--- src/rtl/spi_config_bank.sv ---
// spi_config_bank: per-channel SPI mode/width configuration with shadow registers.
// Writes land in a per-channel shadow and are committed to the active registers
// when that channel's SPI engine is idle, so a frame never sees its mode change.
//
// Ports:
//   clk, rst_n      clock (posedge) and asynchronous active-low reset
//   config_req      write request; accepted when config_ack is low
//   config_ch       target channel of the write
//   config_data     {cpol, cpha, spi_width} to write
//   config_ack      one-cycle acknowledge, the cycle after acceptance
//   config_err      one-cycle error flag alongside config_ack
//   ch_busy         per-channel frame-in-progress from the SPI engines
//   cpol, cpha      active clock polarity / phase per channel
//   spi_width       active width per channel, channel i at [i*W +: W]
//   pending         shadow holds an uncommitted value, per channel
//   rd_ch           readback channel select
//   rd_data         registered {pending, cpol, cpha, spi_width} of rd_ch
module spi_config_bank #(
    parameter int unsigned SPI_MAX_WIDTH_LOG = 4,
    parameter int unsigned CH_NUM            = 4,
    parameter int unsigned CH_LOG            = 2
) (
    input  logic                                clk,
    input  logic                                rst_n,
    input  logic                                config_req,
    input  logic [CH_LOG-1:0]                   config_ch,
    input  logic [SPI_MAX_WIDTH_LOG+1:0]        config_data,
    output logic                                config_ack,
    output logic                                config_err,
    input  logic [CH_NUM-1:0]                   ch_busy,
    output logic [CH_NUM-1:0]                   cpol,
    output logic [CH_NUM-1:0]                   cpha,
    output logic [CH_NUM*SPI_MAX_WIDTH_LOG-1:0] spi_width,
    output logic [CH_NUM-1:0]                   pending,
    input  logic [CH_LOG-1:0]                   rd_ch,
    output logic [SPI_MAX_WIDTH_LOG+2:0]        rd_data
);

    localparam int unsigned W     = SPI_MAX_WIDTH_LOG;
    localparam int unsigned CFG_W = SPI_MAX_WIDTH_LOG + 2;
    localparam int unsigned RD_W  = SPI_MAX_WIDTH_LOG + 3;

    logic [CFG_W-1:0]      shadow_q [CH_NUM];
    logic [CFG_W-1:0]      shadow_d [CH_NUM];
    logic [CH_NUM-1:0]     pending_d;
    logic [CH_NUM-1:0]     cpol_d;
    logic [CH_NUM-1:0]     cpha_d;
    logic [CH_NUM*W-1:0]   spi_width_d;
    logic [RD_W-1:0]       rd_data_d;
    logic                  config_ack_d;
    logic                  config_err_d;

    logic                  accept;
    logic                  ch_ok;
    logic                  width_ok;
    logic                  legal;

    // Request decode: the ack cycle blocks acceptance, giving one accept per two cycles.
    always_comb begin
        accept       = config_req && !config_ack;
        ch_ok        = 32'(config_ch) < CH_NUM;
        width_ok     = config_data[W-1:0] != '0;
        legal        = accept && ch_ok && width_ok;
        config_ack_d = accept;
        config_err_d = accept && !legal;
    end

    // Commit and shadow write per channel. Commit reads the old shadow, so a
    // same-edge write leaves the new value pending for the next idle edge.
    always_comb begin
        shadow_d    = shadow_q;
        pending_d   = pending;
        cpol_d      = cpol;
        cpha_d      = cpha;
        spi_width_d = spi_width;
        for (int unsigned i = 0; i < CH_NUM; i++) begin
            if (pending[i] && !ch_busy[i]) begin
                cpol_d[i]            = shadow_q[i][CFG_W-1];
                cpha_d[i]            = shadow_q[i][CFG_W-2];
                spi_width_d[i*W +: W] = shadow_q[i][W-1:0];
                pending_d[i]         = 1'b0;
            end
            if (legal && (config_ch == CH_LOG'(i))) begin
                shadow_d[i]  = config_data;
                pending_d[i] = 1'b1;
            end
        end
    end

    // Readback mux over pre-update state; out-of-range channels read as zero.
    always_comb begin
        rd_data_d = '0;
        for (int unsigned i = 0; i < CH_NUM; i++) begin
            if (rd_ch == CH_LOG'(i)) begin
                rd_data_d = {pending[i], cpol[i], cpha[i], spi_width[i*W +: W]};
            end
        end
    end

    // State and output registers.
    always_ff @(posedge clk or negedge rst_n) begin
        if (!rst_n) begin
            for (int unsigned i = 0; i < CH_NUM; i++) begin
                shadow_q[i] <= '0;
            end
            pending    <= '0;
            cpol       <= '0;
            cpha       <= '0;
            spi_width  <= '0;
            rd_data    <= '0;
            config_ack <= 1'b0;
            config_err <= 1'b0;
        end else begin
            for (int unsigned i = 0; i < CH_NUM; i++) begin
                shadow_q[i] <= shadow_d[i];
            end
            pending    <= pending_d;
            cpol       <= cpol_d;
            cpha       <= cpha_d;
            spi_width  <= spi_width_d;
            rd_data    <= rd_data_d;
            config_ack <= config_ack_d;
            config_err <= config_err_d;
        end
    end

endmodule

--- config.mk ---
export PLATFORM = sky130hd
export DESIGN_NAME = spi_config_bank
export DESIGN_NICKNAME = d
export VERILOG_FILES = /design/src/rtl/spi_config_bank.sv
export SDC_FILE = /design/constraint.sdc
export NUM_CORES = 1
export LEC_CHECK = 0
export BUFFER_PORTS_ARGS = -buffer_cell sky130_fd_sc_hd__buf_2
export CAP_MARGIN = 20
export CORE_MARGIN = 2
export CORE_UTILIZATION = 29
export CTS_CLUSTER_DIAMETER = 80
export DETAILED_ROUTE_END_ITERATION = 8
export GPL_TIMING_DRIVEN = 1
export REMOVE_ABC_BUFFERS = 1
export SYNTH_ARGS = -nofsm -noshare
export SYNTH_HDL_FRONTEND = slang
export SYNTH_SLANG_ARGS = --single-unit
export TNS_END_PERCENT = 100
--- constraint.sdc ---
create_clock -name clk -period 2.63 [get_ports clk]
set_clock_uncertainty 0.1 [all_clocks]
set_input_delay 0.3945 -clock clk [delete_from_list [all_inputs] [get_ports clk]]
set_output_delay 0.3945 -clock clk [all_outputs]
set_load 0.02 [all_outputs]
==> reports/results.txt <==
Post-Route Utilization -> 37.0%
vias in the first global route -> 1413
grt total ovfl -> 0
Combinational Power Share -> 29.4%
Vias/cell -> 4.46
sequential area share after synthesis -> 63.0%
worst min path class -> in -> reg
drt drc -> 0
Routed WL -> 5400 µm
IO Count -> 54
Overall Global Routing Usage -> 13.3%
initial antenna violation count -> 0
#FFs+latches synth -> 61
Core Area -> 8130 µm²
CTS Sinks -> 61
adder-cell share of the synthesized area -> 0%
final hold violation count -> 0
largest net degree at the start of global routing -> 37
Worst setup EP type -> flip-flop
nets@finish -> 220
vias post-DR -> 1395
main combinational cell family by area after synthesis -> multiplexers
HPWL Detailed -> 3750 µm
reg2reg end -> shadow_q[6]
syn_area_per_cell -> 16.8 µm²
CP Data Required Time -> 2750 ps
endpoints failing setup -> 0
Max IR drop VDD -> 272 µV
# rows -> 33
first-pass GRT wire length -> 8380 µm
diodes inserted -> 0
Pleak -> 0.00142 µW
Slew Limit Fails -> 0
multiplexer area fraction after synthesis -> 29.8%
wire per inst -> 17.2 µm
Synth Area in Simple Gates -> 5.12%
Tmin final -> 1790 ps
critical path type -> reg -> reg
WHS Path Cells -> 3
Synth Area in Compound Gates -> 0.310%
crit path launch type -> flip-flop
Highest Clock Rate -> 0.559 GHz
drt first pass iters -> 3
Root Driver -> clkbuf_8
Reg clk slew, reported paths -> 70 ps
Die Area -> 9100 µm²
Initial Util -> 29.8%
RePlAce Congestion -> 0.709
relative slew slack -> 40.6%
layout cells sized above 1 -> 62.0%
share of power burned in the clock network -> 25.6%
I/O Buffers -> 53
# Post-CTS Setup Buffers -> 0
Yosys Warn Count -> 0
r2r startpoint -> config_ack
CTS tree -> yes
Final ANT Viol Nets -> 0
Cell variety after synth -> 17
CTS max path bufs -> 2
CTS buffer count -> 9
clk_lat worst skew -> 340 ps
DIE HEIGHT -> 95.4 µm
crit-path max FO -> 7
setup slack, reg-to-reg -> 840 ps
xor/xnor share of the synthesized area -> 0%
CTS H-Tree Depth -> 3
critical hold path startpoint -> ch_busy[2]
Worst Reg-to-Reg Cells -> 3
Worst EP arrival -> 1910 ps
initial drt markers -> 27
post-route clock period utilization -> 68.0%
RSZ-0062 raised after global routing -> false
synthesized area -> 2420 µm²
Post-Synthesis Cells -> 144
Net Sw Frac -> 32.7%
max-cap check violation count -> 0
Setup crit start -> config_ack
PD cells -> 1060 nW/µm²
Chip Width -> 95.4 µm
area delta synth->final -> 24.4%
TNS Setup -> 0 ps
P_int -> 2160 µW
Flop pwr share -> 45.0%
number of gates resized after cts -> 0
switching pwr -> 1040 µW
Hold Crit Endpoint -> pending[2]
Tightest Pin Transition -> 889 ps
cts hold-fix bufs -> 1
status -> complete, no violations
## per-stage QoR
step | setup WS [ps] | power (µW) | instance area (µm²) | hold slack [ps] | cells
after global placement | 535 | 2400 | 2810 | 344 | 296
after CTS | 807 | 3240 | 3010 | 162 | 313
after detailed placement | 486 | 2410 | 2810 | 339 | 296
final | 841 | 3200 | 3010 | 171 | 313
after global routing | 700 | 3400 | 3010 | 170 | 313
after floorplan | 813 | 2040 | 2380 | -1.09 | 135
## cell usage in the layout (no fill, tap or decap)
cell	n
nand3_2	1
buf_12	1
clkinv_2	2
bufinv_16	1
buf_4	2
nand2_1	6
dlygate4sd3_1	1
mux4_2	7
mux2_2	42
nand4b_2	2
nor2b_1	5
clkbuf_1	2
mux2_4	6
and4_4	1
dfrtp_1	61
a21o_1	1
clkbuf_8	10
clkinvlp_4	1
nor2_1	1
nor3b_1	1
or4_1	1
buf_2	53
## power by group through the flow
stage | clock, µW | combinational, µW | sequential, µW
CTS | 835 | 957 | 1450
global placement | 0 | 941 | 1460
detailed placement | 0 | 952 | 1460
finish | 819 | 942 | 1440
global route | 890 | 1020 | 1490
floorplan | 0 | 339 | 1700
## cells in the mapped netlist
library cell	number	area, µm²
dfrtp_1	61	1530
mux2_2	42	473
mux4_2	7	158
clkbuf_1	6	22.5
mux2_4	6	90.1
nand2_1	6	22.5
nor2b_1	5	31.3
nand4b_2	2	30.0
a21o_1	1	7.51
and4_4	1	11.3
buf_1	1	3.75
buf_2	1	5.00
buf_6	1	11.3
nand3_2	1	10.0
nor2_1	1	3.75
nor3b_1	1	7.51
or4_1	1	7.51
## sequential cells by signal, summed over array words and instances (netlist names)
| register | cells |
|---|---|
| config_ack | 1 |
| config_err | 1 |
| cpha | 4 |
| cpol | 4 |
| pending | 4 |
| rd_data | 7 |
| shadow_q | 24 |
| spi_width | 16 |
## routing by layer
metal	GRT usage [%]	part of all wire (%)
met2	19.4	47
met1	17.7	45
met3	4.98	6.3
met5	0	0
met4	6.07	1.7
## worst max path at each step
stage | endpoint | slack, ps | depth (start not counted)
2_1_floorplan | shadow_q[0] | 810 | 3
3_5_place_dp | shadow_q[11] | 490 | 4
4_1_cts | shadow_q[6] | 810 | 3
3_3_place_gp | shadow_q[8] | 530 | 4
5_1_grt | shadow_q[8] | 700 | 3
6_report | shadow_q[6] | 840 | 3
## worst max-delay path, stage by stage (launching register included)
cell and delay [ps]:
dfrtp_1 400, nor2b_1 370, nand4b_2 410, mux2_2 390
## area by class of cell
cell class	instances	area (µm²)
Tap cell	105	131
Clock inverter	4	47.5
Fill cell	799	5120
Sequential cell	61	1530
Clock buffer	12	145
Timing Repair Buffer	57	310
Multi-Input combinational cell	74	852
## logic make-up (layout without fill, tap and decap cells)
| logic type | after synthesis | count (layout) |
|---|---|---|
| and+or+nand+nor | 18 | 18 |
| DFF | 61 | 61 |
| muxes | 55 | 55 |
| AOI/OAI and AO/OA | 1 | 1 |
| buffers and inverters | 9 | 73 |
Power figures use the tool's default switching activity.
